--- config.mk ---
export PLATFORM = sky130hd
export DESIGN_NAME = gpo_seq
export DESIGN_NICKNAME = d
export VERILOG_FILES = /design/src/rtl/gpo_seq_pkg.sv /design/src/rtl/gpo_tick_gen.sv /design/src/rtl/gpo_seq.sv
export SDC_FILE = /design/constraint.sdc
export NUM_CORES = 1
export LEC_CHECK = 0
export BUFFER_PORTS_ARGS = -buffer_cell sky130_fd_sc_hd__clkbuf_2
export CORE_UTILIZATION = 57
export CTS_BUF_LIST = sky130_fd_sc_hd__clkbuf_8
export DETAILED_ROUTE_END_ITERATION = 8
export PLACE_DENSITY = 0.76
export SETUP_SLACK_MARGIN = 0.5
export SLEW_MARGIN = 5
export SYNTH_ARGS = -nofsm -noshare
export SYNTH_HDL_FRONTEND = slang
export SYNTH_SLANG_ARGS = --single-unit
--- constraint.sdc ---
create_clock -name clk -period 8.7 [get_ports clk]
set_clock_uncertainty 0.1 [all_clocks]
set_input_delay 1.74 -clock clk [delete_from_list [all_inputs] [get_ports clk]]
set_output_delay 1.74 -clock clk [all_outputs]
set_load 0.005 [all_outputs]
--- src/rtl/gpo_seq_pkg.sv ---
// gpo_seq_pkg: shared definitions for the general-purpose output sequencer.
//   - slot register address map
//   - CTRL and STATUS bit positions
//   - FSM state encoding
//   - helper that maps a programmed dwell to the dwell actually used
package gpo_seq_pkg;

   localparam logic [4:0] ADDR_CTRL     = 5'h08;
   localparam logic [4:0] ADDR_PRESC    = 5'h09;
   localparam logic [4:0] ADDR_STATUS   = 5'h0A;
   localparam logic [4:0] ADDR_IDLE_VAL = 5'h0B;

   localparam int CTRL_START    = 0;
   localparam int CTRL_STOP     = 1;
   localparam int CTRL_LOOP     = 2;
   localparam int CTRL_LAST_LSB = 4;

   localparam int STAT_BUSY     = 0;
   localparam int STAT_DONE     = 1;
   localparam int STAT_STEP_LSB = 4;

   typedef enum logic [1:0] {
      ST_IDLE = 2'd0,
      ST_RUN  = 2'd1,
      ST_DONE = 2'd2
   } state_t;

   // A programmed dwell of zero is treated as a single tick.
   function automatic logic [15:0] eff_dwell(input logic [15:0] d);
      return (d == 16'd0) ? 16'd1 : d;
   endfunction

endpackage

--- src/rtl/gpo_tick_gen.sv ---
// gpo_tick_gen: prescaler producing one tick every presc+1 clock cycles.
// Ports:
//   clk, reset_n : clock and asynchronous active-low reset
//   clear        : holds the counter at zero and suppresses the tick
//   presc[15:0]  : division value (tick period is presc+1 cycles)
//   tick         : one-cycle pulse
module gpo_tick_gen (
   input  logic        clk,
   input  logic        reset_n,
   input  logic        clear,
   input  logic [15:0] presc,
   output logic        tick
);

   logic [15:0] cnt_q;

   // >= rather than == so that lowering presc mid-count cannot stall the
   // counter until it wraps.
   assign tick = !clear && (cnt_q >= presc);

   // NOTE: state registers use non-blocking assignments so every flop
   // samples pre-edge values, independent of process ordering.
   always_ff @(posedge clk or negedge reset_n) begin
      if (!reset_n) begin
         cnt_q <= '0;
      end else if (clear || tick) begin
         cnt_q <= '0;
      end else begin
         cnt_q <= cnt_q + 16'd1;
      end
   end

endmodule

--- src/rtl/gpo_seq.sv ---
// gpo_seq: pattern sequencer driving a registered W-bit output from an
// 8-step table of {pattern, dwell} entries, paced by a prescaled tick.
// Ports:
//   clk, reset_n        : clock and asynchronous active-low reset
//   cs, read, write     : slot strobes (only cs && write has an effect)
//   addr[4:0]           : register address
//   wr_data[31:0]       : write data
//   rd_data[31:0]       : combinational read data selected by addr
//   dout[W-1:0]         : registered sequenced output
module gpo_seq
   import gpo_seq_pkg::*;
#(
   parameter int W     = 8,
   parameter int DEPTH = 8
) (
   input  logic          clk,
   input  logic          reset_n,
   input  logic          cs,
   input  logic          read,
   input  logic          write,
   input  logic [4:0]    addr,
   input  logic [31:0]   wr_data,
   output logic [31:0]   rd_data,
   output logic [W-1:0]  dout
);

   // ---------------------------------------------------------------- decode
   logic wr_en, wr_step, ctrl_wr, start_wr, stop_wr, presc_wr, idle_wr;

   assign wr_en    = cs && write;
   assign wr_step  = wr_en && (addr < 5'(DEPTH));
   assign ctrl_wr  = wr_en && (addr == ADDR_CTRL);
   assign presc_wr = wr_en && (addr == ADDR_PRESC);
   assign idle_wr  = wr_en && (addr == ADDR_IDLE_VAL);
   assign start_wr = ctrl_wr && wr_data[CTRL_START];
   assign stop_wr  = ctrl_wr && wr_data[CTRL_STOP];

   // Reads have no side effects, so the read strobe is not needed.
   logic unused_read;
   assign unused_read = read;

   // ------------------------------------------------------------- registers
   logic [W-1:0] pat_q       [DEPTH];
   logic [15:0]  dwell_tab_q [DEPTH];
   logic         loop_q;
   logic [2:0]   last_q;
   logic [15:0]  presc_q;
   logic [W-1:0] idle_val_q;

   // NOTE: the table is reset explicitly because cleared contents are
   // architecturally visible through readback; this keeps it in flops.
   always_ff @(posedge clk or negedge reset_n) begin
      if (!reset_n) begin
         for (int i = 0; i < DEPTH; i++) begin
            pat_q[i]       <= '0;
            dwell_tab_q[i] <= '0;
         end
      end else if (wr_step) begin
         pat_q[addr[2:0]]       <= wr_data[W-1:0];
         dwell_tab_q[addr[2:0]] <= wr_data[31:16];
      end
   end

   always_ff @(posedge clk or negedge reset_n) begin
      if (!reset_n) begin
         loop_q     <= 1'b0;
         last_q     <= '0;
         presc_q    <= '0;
         idle_val_q <= '0;
      end else begin
         if (ctrl_wr) begin
            loop_q <= wr_data[CTRL_LOOP];
            last_q <= wr_data[CTRL_LAST_LSB +: 3];
         end
         if (presc_wr) presc_q    <= wr_data[15:0];
         if (idle_wr)  idle_val_q <= wr_data[W-1:0];
      end
   end

   // ------------------------------------------------------------- prescaler
   state_t state_q, state_d;
   logic   tick, tick_clear;

   // Restart the prescaler on any START/STOP so the first tick of a run
   // arrives exactly presc+1 cycles after entry to step 0.
   assign tick_clear = (state_q != ST_RUN) || start_wr || stop_wr;

   gpo_tick_gen u_tick (
      .clk     (clk),
      .reset_n (reset_n),
      .clear   (tick_clear),
      .presc   (presc_q),
      .tick    (tick)
   );

   // ------------------------------------------------------------------- FSM
   logic [2:0]   step_q, step_d;
   logic [15:0]  dwell_q;
   logic         done_q, done_d;
   logic [W-1:0] dout_q, dout_d;
   logic         enter_step;
   logic         step_end;

   assign step_end = (state_q == ST_RUN) && tick && (dwell_q == 16'd1);

   // NOTE: every signal assigned here gets a default first, so no path
   // leaves one unassigned and no latch is inferred.
   always_comb begin
      state_d    = state_q;
      step_d     = step_q;
      done_d     = done_q;
      enter_step = 1'b0;

      if (stop_wr) begin
         state_d = ST_IDLE;
      end else if (start_wr) begin
         state_d    = ST_RUN;
         step_d     = '0;
         done_d     = 1'b0;
         enter_step = 1'b1;
      end else if (step_end) begin
         if (step_q < last_q) begin
            step_d     = step_q + 3'd1;
            enter_step = 1'b1;
         end else if (loop_q) begin
            step_d     = '0;
            enter_step = 1'b1;
         end else begin
            state_d = ST_DONE;
            done_d  = 1'b1;
         end
      end

      // Pattern and dwell are latched at step entry, so later table writes
      // only take effect at the next entry. IDLE follows IDLE_VAL, bypassing
      // a same-cycle write so the new value appears on the very next edge.
      dout_d = dout_q;
      if (enter_step) begin
         dout_d = pat_q[step_d];
      end else if (state_d == ST_IDLE) begin
         dout_d = idle_wr ? wr_data[W-1:0] : idle_val_q;
      end
   end

   always_ff @(posedge clk or negedge reset_n) begin
      if (!reset_n) begin
         state_q <= ST_IDLE;
         step_q  <= '0;
         dwell_q <= '0;
         done_q  <= 1'b0;
         dout_q  <= '0;
      end else begin
         state_q <= state_d;
         step_q  <= step_d;
         done_q  <= done_d;
         dout_q  <= dout_d;
         if (enter_step) begin
            dwell_q <= eff_dwell(dwell_tab_q[step_d]);
         end else if ((state_q == ST_RUN) && tick) begin
            dwell_q <= dwell_q - 16'd1;
         end
      end
   end

   assign dout = dout_q;

   // -------------------------------------------------------------- readback
   always_comb begin
      rd_data = '0;
      if (addr < 5'(DEPTH)) begin
         rd_data = {dwell_tab_q[addr[2:0]], 16'h0000} | 32'(pat_q[addr[2:0]]);
      end else begin
         case (addr)
            ADDR_CTRL: begin
               rd_data[CTRL_LOOP]          = loop_q;
               rd_data[CTRL_LAST_LSB +: 3] = last_q;
            end
            ADDR_PRESC:    rd_data[15:0] = presc_q;
            ADDR_STATUS: begin
               rd_data[STAT_BUSY]          = (state_q == ST_RUN);
               rd_data[STAT_DONE]          = done_q;
               rd_data[STAT_STEP_LSB +: 3] = step_q;
            end
            ADDR_IDLE_VAL: rd_data = 32'(idle_val_q);
            default:       rd_data = '0;
         endcase
      end
   end

endmodule

==> results by stage, run 1 <==
Synth:
- The yosys synthesis warning count is 0.
- The post-synthesis cell type with the largest combined area is sky130_fd_sc_hd__dfrtp_1.
- The number of enable flip-flop cells after synthesis is 0.
- The share of synthesized flip-flops with an asynchronous set or reset is 1.00.
- Ranked by total cell area, the synthesized netlist is headed by sky130_fd_sc_hd__dfrtp_1, sky130_fd_sc_hd__mux2_2, sky130_fd_sc_hd__mux2i_1.
- The mean instance size in the synthesized netlist is between 10 and 15 sq um.
- The top flip-flop cell by instance count after synthesis is sky130_fd_sc_hd__dfrtp_1.
- The summed instance area of the synthesized netlist is roughly 14000 sq um.
- The share of the Yosys chip area taken by registers is 0.468.
- When the netlist entered floorplanning its net count stood at between 1000 and 1500.
- Sorting the synthesized cells by how often they occur yields sky130_fd_sc_hd__dfrtp_1, sky130_fd_sc_hd__mux2_2, sky130_fd_sc_hd__mux2i_1.
- Of the post-synthesis cell area, the dominant cell type holds 0.468.
- The number of distinct library cells after synthesis is 65.
- Synthesis produced 1250 cells.
- The synthesized design contains 266 register bits.
- The most frequent cell after synthesis is sky130_fd_sc_hd__dfrtp_1.

Critical path:
- STA classifies the critical path endpoint as an output port.
- The reg-to-reg endpoint is dwell_q[0].
- The length in cells of the worst reg-to-reg path is 13.
- The setup check on the worst reg-to-reg path leaves a slack of 3.81 ns.
- At the worst endpoint, the required time is about 7 ns.
- The worst setup path is of the input pin to output port kind.
- The worst reg2reg path startpoint is u_tick.cnt_q[0].
- STA classifies the critical path startpoint as an input pin.
- The critical-path maximum fanout is 22.
- At the worst endpoint, the arrival time is 4.82 ns.

Global route:
- The pin count of the biggest net entering global routing is 164.
- The number of global-route vias before repair is 10671.
- For this run, the total global-route usage over all layers was measured as 0.299.
- The wire length of the first global-routing pass is 59.4 mm.
- After global routing the overflow that remains totals 0.
- The number of antenna violations at the first check in global routing is 1.

Floorplan:
- The top-level port count is about 80.
- The starting density of the core is 0.583.
- The die boundary width is between 150 and 200 um.
- The floorplan die height is 160 um.
- The total core area is 24400 sq um.
- The floorplan has between 50 and 60 rows.
- The floorplan die area is approximately 26000 sq um.

Route:
- After detailed routing, the number of remaining DRC violations is 0.
- The average wire length per cell after detail routing is 22.5 um.
- The first detailed-routing pass ran for 8 iterations.
- The final route contains 10715 vias.
- In this run the remaining antenna-violating nets after routing total 0.
- The total wirelength of the detailed-routed design is approximately 38 mm.
- Dividing the detail-routed via count by the number of cells gives 6.42.
- The first routing iteration left about 1100 violations.

Placement:
- Summed over all nets, the half-perimeter wirelength after detailed placement is 23.3 mm.
- Prior to clock tree synthesis, the placed netlist has a worst setup slack of between 2 and 2.5 ns.
- The congestion estimate from routability-driven global placement came to 0.892.
- Input and output buffers added on the ports amount to 80.

STA:
- The final count of pins violating max slew is 0.
- The final critical delay including setup and external delays is 6.66 ns.
- The final-layout setup total negative slack is 0 ns.
- For the pin with the worst max-slew slack, the measured transition is 1.16 ns.
- The remaining max-slew budget at the tightest pin is 0.218.
- The final number of hold-violating endpoints was 0.
- The share of the clock period used by the worst path is 0.766.
- Setup repair after global routing left no endpoint under its margin.
- The post-layout worst setup margin is 2.04 ns.
- The timing-limited maximum frequency is 0.150 GHz.
- The final number of setup-violating endpoints is 0.

Power and ir drop:
- The static leakage is 7.32 nW.
- IR analysis of the VDD net gives a maximum drop of 145 uV.
- Power spread over the standard cell area amounts to 194 nW/um^2.

Clock tree:
- Clock-pin slew was measured on the worst setup and hold paths at around 0.06 ns.
- The number of gates resized after CTS was 0.
- The number of clock sinks is about 270.
- The number of clock buffers added by TritonCTS is 45.
- In this run the deepest clock path goes through 3 buffers.
- The H-tree generated during clock tree synthesis spans 2 levels.
- The master cell of the clock root buffer is sky130_fd_sc_hd__clkbuf_8.
- The clock insertion delay at the later pin of the skew report is 0.56 ns.
- The number of setup buffers added after CTS is 0.
- The count of hold-fix buffers inserted at cts is 0.
- The CTS tree is yes.

Layout:
- The number of antenna diodes in the final layout is 0.
- The signed area change from the synthesized netlist to the final layout is 11.1%.
- Of the cells placed in the final design, the portion with a size suffix greater than 1 is 0.293.
- The net count reported at finish is 1377.

Min path:
- For hold timing, the worst endpoint is dout[4].
- The class of the most critical hold timing path is register to register.
- In this run the most critical hold path is launched from dout[4].
- Counting instances, the worst hold path has a depth of 1.

Status:
- The run finished with clean final reports.

Run:
- Across the run, the number of max-cap violations was 0.
==> cell usage in the layout (no fill, tap or decap), types with 3 or more instances in the layout <==
master and n:
sky130_fd_sc_hd__a31oi_1 6, sky130_fd_sc_hd__nor2b_1 3, sky130_fd_sc_hd__nor4b_1 3, sky130_fd_sc_hd__nor2_1 42, sky130_fd_sc_hd__nor4_1 3, sky130_fd_sc_hd__and2_1 11
sky130_fd_sc_hd__a222oi_1 16, sky130_fd_sc_hd__nand3_1 16, sky130_fd_sc_hd__clkbuf_8 59, sky130_fd_sc_hd__nor3_2 4, sky130_fd_sc_hd__a22oi_1 76, sky130_fd_sc_hd__o211ai_1 6
sky130_fd_sc_hd__inv_1 50, sky130_fd_sc_hd__ha_1 22, sky130_fd_sc_hd__nand4_1 11, sky130_fd_sc_hd__o22ai_1 11, sky130_fd_sc_hd__o21ai_0 45, sky130_fd_sc_hd__buf_4 18
sky130_fd_sc_hd__dfrtp_1 266, sky130_fd_sc_hd__a211oi_1 5, sky130_fd_sc_hd__mux2_2 206, sky130_fd_sc_hd__nand2_1 110, sky130_fd_sc_hd__or3_1 3, sky130_fd_sc_hd__clkbuf_2 79
sky130_fd_sc_hd__a221oi_1 5, sky130_fd_sc_hd__xor2_1 12, sky130_fd_sc_hd__a21oi_1 18, sky130_fd_sc_hd__nand3b_1 4, sky130_fd_sc_hd__mux2i_1 130, sky130_fd_sc_hd__and3_1 7
sky130_fd_sc_hd__a21o_1 9, sky130_fd_sc_hd__a22o_1 6, sky130_fd_sc_hd__xnor2_1 17, sky130_fd_sc_hd__nor3_1 9, sky130_fd_sc_hd__a41oi_1 14, sky130_fd_sc_hd__nor2_4 3
==> cells by family after synthesis <==
logic type | count (synthesis) | share of synthesized area
xor gates and xnor gates | 29 | 0.0179
adders and majority gates | 22 | 0.0194
DFF | 266 | 0.468
muxes | 337 | 0.256
and+or+nand+nor | 243 | 0.0812
AOI/OAI and AO/OA | 236 | 0.121
buffers and inverters | 117 | 0.0361
==> worst max path at each step <==
stage             from           to  slack [ns]  cells after the start
2_1_floorplan  addr[1]  rd_data[18]        3.54                      7
3_3_place_gp   addr[2]  rd_data[31]        2.29                      7
3_5_place_dp   addr[2]  rd_data[31]        2.25                      7
4_1_cts        addr[2]  rd_data[31]        2.24                      7
5_1_grt        addr[2]  rd_data[31]        2.01                      7
6_report       addr[2]  rd_data[31]        2.04                      7
==> power by group <==
group	leakage, nW	switching, W	internal (W)
sequential	3.50	0.000113	0.00139
clock	0.523	0.000511	0.000604
combinational	3.30	0.000232	0.000212
total	7.32	0.000856	0.00221
==> final cells by class <==
class / count / area, sq um
fill: 1893 / 8600
multi-input combinational: 867 / 7110
sequential: 266 / 6660
clock buffer: 59 / 812
timing repair buffer: 100 / 586
tap: 324 / 405
inverter: 33 / 124
clock inverter: 21 / 92.6
==> sequential cells by signal, summed over array words and instances, names as in the netlist, 3 cells and up <==
name and count:
dout 8, dwell_q 16, dwell_tab_q 128, idle_val_q 8, last_q 3, pat_q 64
presc_q 16, step_q 3, u_tick.cnt_q 16
==> metrics by stage <==
step / total power [W] / hold slack, ns / utilization / area, sq um / instances
global route: 0.00320 / 0.389 / 0.647 / 15800 / 1670
global placement: 0.00194 / 0.365 / 0.610 / 14900 / 1590
CTS: 0.00307 / 0.384 / 0.647 / 15800 / 1670
finish: 0.00306 / 0.379 / 0.647 / 15800 / 1670
floorplan: 0.00179 / 0.368 / - / 14200 / 1250
detailed placement: 0.00196 / 0.369 / 0.610 / 14900 / 1590
==> critical path, cell delays in order <==
cell and delay [ns]:
sky130_fd_sc_hd__clkbuf_2 0.55, sky130_fd_sc_hd__inv_1 0.49, sky130_fd_sc_hd__nor3_2 0.88, sky130_fd_sc_hd__buf_4 0.39
sky130_fd_sc_hd__a22oi_1 0.13, sky130_fd_sc_hd__a41oi_1 0.41, sky130_fd_sc_hd__clkbuf_2 0.19
==> layer usage <==
layer	vias to the layer above	part of all wire	routed length, um	GRT usage
li1	4756	-	-	-
met1	5379	0.42	15900	0.409
met2	485	0.47	17500	0.475
met3	93	0.084	3150	0.0517
met4	2	0.028	1070	0.117
met5	-	0.00032	12	0
No activity file was read; power rests on OpenSTA's default activity.
==> run 2: changes to the inputs <==
- ABC_AREA: default -> 1
- clock period: 8.7 -> 6.7 ns (I/O delays scaled with it)
==> run 2 against run 1 <==
Final area grew 1.1%; clock power grew 29%; register-to-register slack lost 0.99 ns; via count grew 28%; synthesized area grew 2.1%; utilization shrank 1.2 points; cell count grew 38%; flip-flop and latch count is the same; critical path type unchanged; critical endpoint is now rd_data[1]; largest cell class is now registers; largest power group unchanged.
==> results by stage, run 2 <==
Floorplan:
- The region available for standard cell placement spans approximately 25000 sq um.
- Measured along the y axis, the die boundary spans 162 um.
- The row count is 58.
- The floorplan die area is 26100 sq um.
- The initial utilization of the core area, before any placement, comes to 0.578.
- In this run the count of I/O pins placed on the die edge is 82.
- The die boundary width is 162 um.

Layout:
- 0 antenna diodes ended up in the layout.
- Relative to the synthesized area, the layout overhead comes to 9.89%.
- The top cell types in the final layout, fill and taps aside, are sky130_fd_sc_hd__nand2_1, sky130_fd_sc_hd__o21ai_0, sky130_fd_sc_hd__dfrtp_1.
- Leaving out fill and tap cells, the most frequent cell in the layout is sky130_fd_sc_hd__nand2_1.
- The filler cells instantiated in the layout total approximately 2300.
- Registers take 6660 sq um.
- The register with the most flip-flops in the final layout is dwell_tab_q.
- Excluding fillers, the count of instances in the completed layout stands at 2305.
- For this run, the share of the core covered by cells in the final layout is 0.635.
- The net count reported at finish is approximately 2000.
- Of the cells placed in the final design, the portion with a size suffix greater than 1 is 0.101.
- The number of flip-flops in the largest register is 128.
- The largest registers in the layout are dwell_tab_q: 128 flops, pat_q: 64 flops.
- The multi-input combinational cells in the finished layout cover a total of 6550 sq um.
- The finished cells cover 16000 sq um.

Route:
- After detailed routing, the average wire length per cell comes to 18.6 um.
- In the routed design, unresolved DRC markers number 0.
- For this block, the via count after detailed routing is approximately 14000.
- The starting DRC count in detailed routing is ~1700.
- Summed over all layers, the routed wires come to 42.9 mm.
- The via density per instance is around 5.9.
- The detail route stage leaves a number of antenna-violating nets equal to 0.
- The first TritonRoute pass finished after 6 iterations.

Clock tree:
- Clock latency on the worst-skew pair, taken at its later pin, is 0.59 ns.
- Counting along the longest clock path gives a buffer depth of 3.
- The master cell of the clock root buffer is sky130_fd_sc_hd__clkbuf_8.
- The H-tree generated during clock tree synthesis spans 2 levels.
- The count of hold-fix buffers inserted at cts is 0.
- The CTS tree is yes.
- The number of setup buffers added after CTS is 0.
- Clock-pin slew was measured on the worst setup and hold paths at roughly 0.05 ns.
- The TritonCTS buffer count is 48.
- The number of clock sinks is 266.
- In this run, post-CTS repair resized a total of 0 instances.

Synth:
- The post-synthesis sequential element count is around 270.
- In the synthesized netlist, the number of instances is 1901.
- By area the synthesized netlist is led by sky130_fd_sc_hd__dfrtp_1, sky130_fd_sc_hd__nand2_1, sky130_fd_sc_hd__o21ai_0.
- Of all cell types, the one taking the most synthesized area is sky130_fd_sc_hd__dfrtp_1.
- During synthesis, Yosys emitted a total of 0 warnings.
- The summed instance area of the synthesized netlist is 14500 sq um.
- The most frequent cell after synthesis is sky130_fd_sc_hd__nand2_1.
- The share of synthesized area in the top cell type comes to 0.458.
- The number of enable flip-flop cells after synthesis is 0.
- After synthesis, the mean cell area works out to roughly 7.6 sq um.
- For this run, the register share of the synthesized area comes to 0.458.
- The share of synthesized flip-flops with an asynchronous set or reset is 1.00.
- The total nets after synthesis is between 1500 and 2000.
- The commonest cells after synthesis are sky130_fd_sc_hd__nand2_1, sky130_fd_sc_hd__o21ai_0, sky130_fd_sc_hd__dfrtp_1.
- The top flip-flop cell by instance count after synthesis is sky130_fd_sc_hd__dfrtp_1.
- Synthesis instantiated 42 different standard cells from the library.

STA:
- The share of the clock period used by the worst path is 0.825.
- The timing-limited maximum frequency is 0.181 GHz.
- The final count of pins violating max slew is 0.
- The final number of hold-violating endpoints is 0.
- Adding up every negative setup slack in the final design gives 0 ns.
- The slew at the pin with the worst max-slew slack is approximately 1 ns.
- The remaining max-slew budget at the tightest pin is 0.335.
- Setup violations remaining at the end of the flow were counted as 0.
- Setup repair after global routing left no endpoint under its margin.
- The final critical delay including setup and external delays is ~5.5 ns.

Critical path:
- The class of the most critical setup path is input pin to output port.
- The endpoint type of the worst setup path is an output port.
- Among cell families on the critical path, the largest total delay comes from simple AND/OR/NAND/NOR gates.
- The worst path required time is 5.26 ns.
- Together, buffers and inverters on the worst path number 3.
- The slowest stage of the critical path belongs to the cell sky130_fd_sc_hd__nand2_1.
- The critical path goes through clkbuf_2 -> nor2_4 -> nand2_1 -> inv_1 -> nand2_1 -> nand4_1 -> o21ai_0 -> o2111ai_1 -> clkbuf_2.
- The largest single stage delay on the critical path is 0.73 ns.
- The critical-path maximum fanout is 15.
- The launching element type of the critical path is an input pin.
- The data arrival time of the critical path is between 4 and 5 ns.

Global route:
- The total overflow left after global routing is 0.
- The number of global-route vias before repair was 12912.
- For this run, the total global-route usage over all layers was measured as 0.336.
- The wire length of the first global-routing pass is ~68 mm.
- The number of antenna violations at the first check in global routing is 0.
- The pin count of the biggest net entering global routing is 154.

Run:
- The max-capacitance violation count is 0.

Power and ir drop:
- Across the VDD grid, the largest voltage drop is 153 uV.
- In this run the static leakage power is approximately 7.7 nW.
- In this run the power density over the cells is 264 nW/um^2.

Placement:
- In this run the cell area measured after placement is approximately 15000 sq um.
- The post-detailed-placement half-perimeter wirelength is 26.8 mm.
- In this run, placement finished with an instance count of about 2200.
- The count of buffers added on input and output ports is 80.
- At the end of routability-driven placement, the weighted congestion stood at 0.917.

Status:
- The run finished with clean final reports.

Min path:
- The class of the most critical hold timing path is register to register.
run 2: changes by cell type in the layout (fill, tap and decap cells not counted), sizes merged, moves of 25 or more:
cell and change:
nor2 +76, mux2i -130, a221oi +27, nand3 +109
o21ai +237, nand2 +381, inv +184, a21oi +45
nand3b +25, mux2 -206, a22oi -52
run 2: power breakdown:
group          leakage [nW]  switching, W  total [W]  internal [W]
logic                  3.67      0.000506   0.000794      0.000288
registers              3.47      0.000151    0.00197       0.00182
clock network         0.530      0.000678    0.00145      0.000775
run 2: worst paths after layout:
check,slack (ns),from,endpoint,cells after the start
setup / recovery,1.18,addr[1],rd_data[1],9
hold / removal,0.38,dwell_tab_q[11],dwell_tab_q[11],2
setup reg to reg,2.82,presc_q[3],dwell_q[0],27
min in group asynchronous,0.70,reset_n,dwell_tab_q[21],1
max in group asynchronous,4.36,reset_n,dout[3],2
hold reg to reg,0.38,dwell_tab_q[11],dwell_tab_q[11],2
run 2: area by class of cell:
cell class | instances | share of cell area
inverter | 218 | 0.0513
timing repair buffer | 106 | 0.0387
multi-input combinational | 1303 | 0.411
clock buffer | 58 | 0.0500
clock inverter | 24 | 0.00635
tap | 330 | 0.0259
sequential | 266 | 0.417
run 2: worst register-to-register path, stage by stage, from the launching register on:
cell,delay (ns)
sky130_fd_sc_hd__dfrtp_1,0.38
sky130_fd_sc_hd__inv_1,0.07
sky130_fd_sc_hd__ha_1,0.30
sky130_fd_sc_hd__nand2_1,0.07
sky130_fd_sc_hd__nor2_1,0.11
sky130_fd_sc_hd__nor2_1,0.05
sky130_fd_sc_hd__nand2_1,0.05
sky130_fd_sc_hd__nand2_1,0.05
sky130_fd_sc_hd__nand2_1,0.08
sky130_fd_sc_hd__nand2_1,0.07
sky130_fd_sc_hd__nand2_1,0.12
sky130_fd_sc_hd__nand2_4,0.13
sky130_fd_sc_hd__inv_2,0.11
sky130_fd_sc_hd__nand2_1,0.05
sky130_fd_sc_hd__nor2_1,0.12
sky130_fd_sc_hd__nand2_1,0.11
sky130_fd_sc_hd__o21ai_4,0.06
sky130_fd_sc_hd__buf_4,0.38
sky130_fd_sc_hd__inv_2,0.45
sky130_fd_sc_hd__nand2_1,0.19
sky130_fd_sc_hd__nand2_1,0.19
sky130_fd_sc_hd__nor2_1,0.15
sky130_fd_sc_hd__nand2_1,0.08
sky130_fd_sc_hd__nor2_1,0.10
sky130_fd_sc_hd__nand2_1,0.06
sky130_fd_sc_hd__nand2_1,0.08
sky130_fd_sc_hd__nand2_1,0.06
sky130_fd_sc_hd__nand2_1,0.05
run 2: kinds of logic (layout without fill, tap and decap cells):
| logic type | count (synthesis) | after routing | share of synthesized area |
|---|---|---|---|
| xor+xnor | 12 | 12 | 0.00724 |
| compound gates | 468 | 468 | 0.185 |
| simple gates | 801 | 801 | 0.237 |
| flops | 266 | 266 | 0.458 |
| buf+inv | 332 | 406 | 0.0928 |
| fa+ha+maj | 22 | 22 | 0.0190 |
run 2: layer usage:
metal,wire length [um],global-route usage
met5,0,0
met4,1850,0.153
met3,4530,0.0732
met2,19400,0.526
met1,17200,0.447
run 2: stage by stage:
stage / hold WS, ns / setup slack (ns) / power (W)
after detailed placement: 0.373 / 1.36 / 0.00277
after global routing: 0.399 / 1.21 / 0.00443
final: 0.385 / 1.18 / 0.00421
after global placement: 0.365 / 1.40 / 0.00274
after floorplan: 0.353 / 2.60 / 0.00251
after CTS: 0.386 / 1.37 / 0.00421
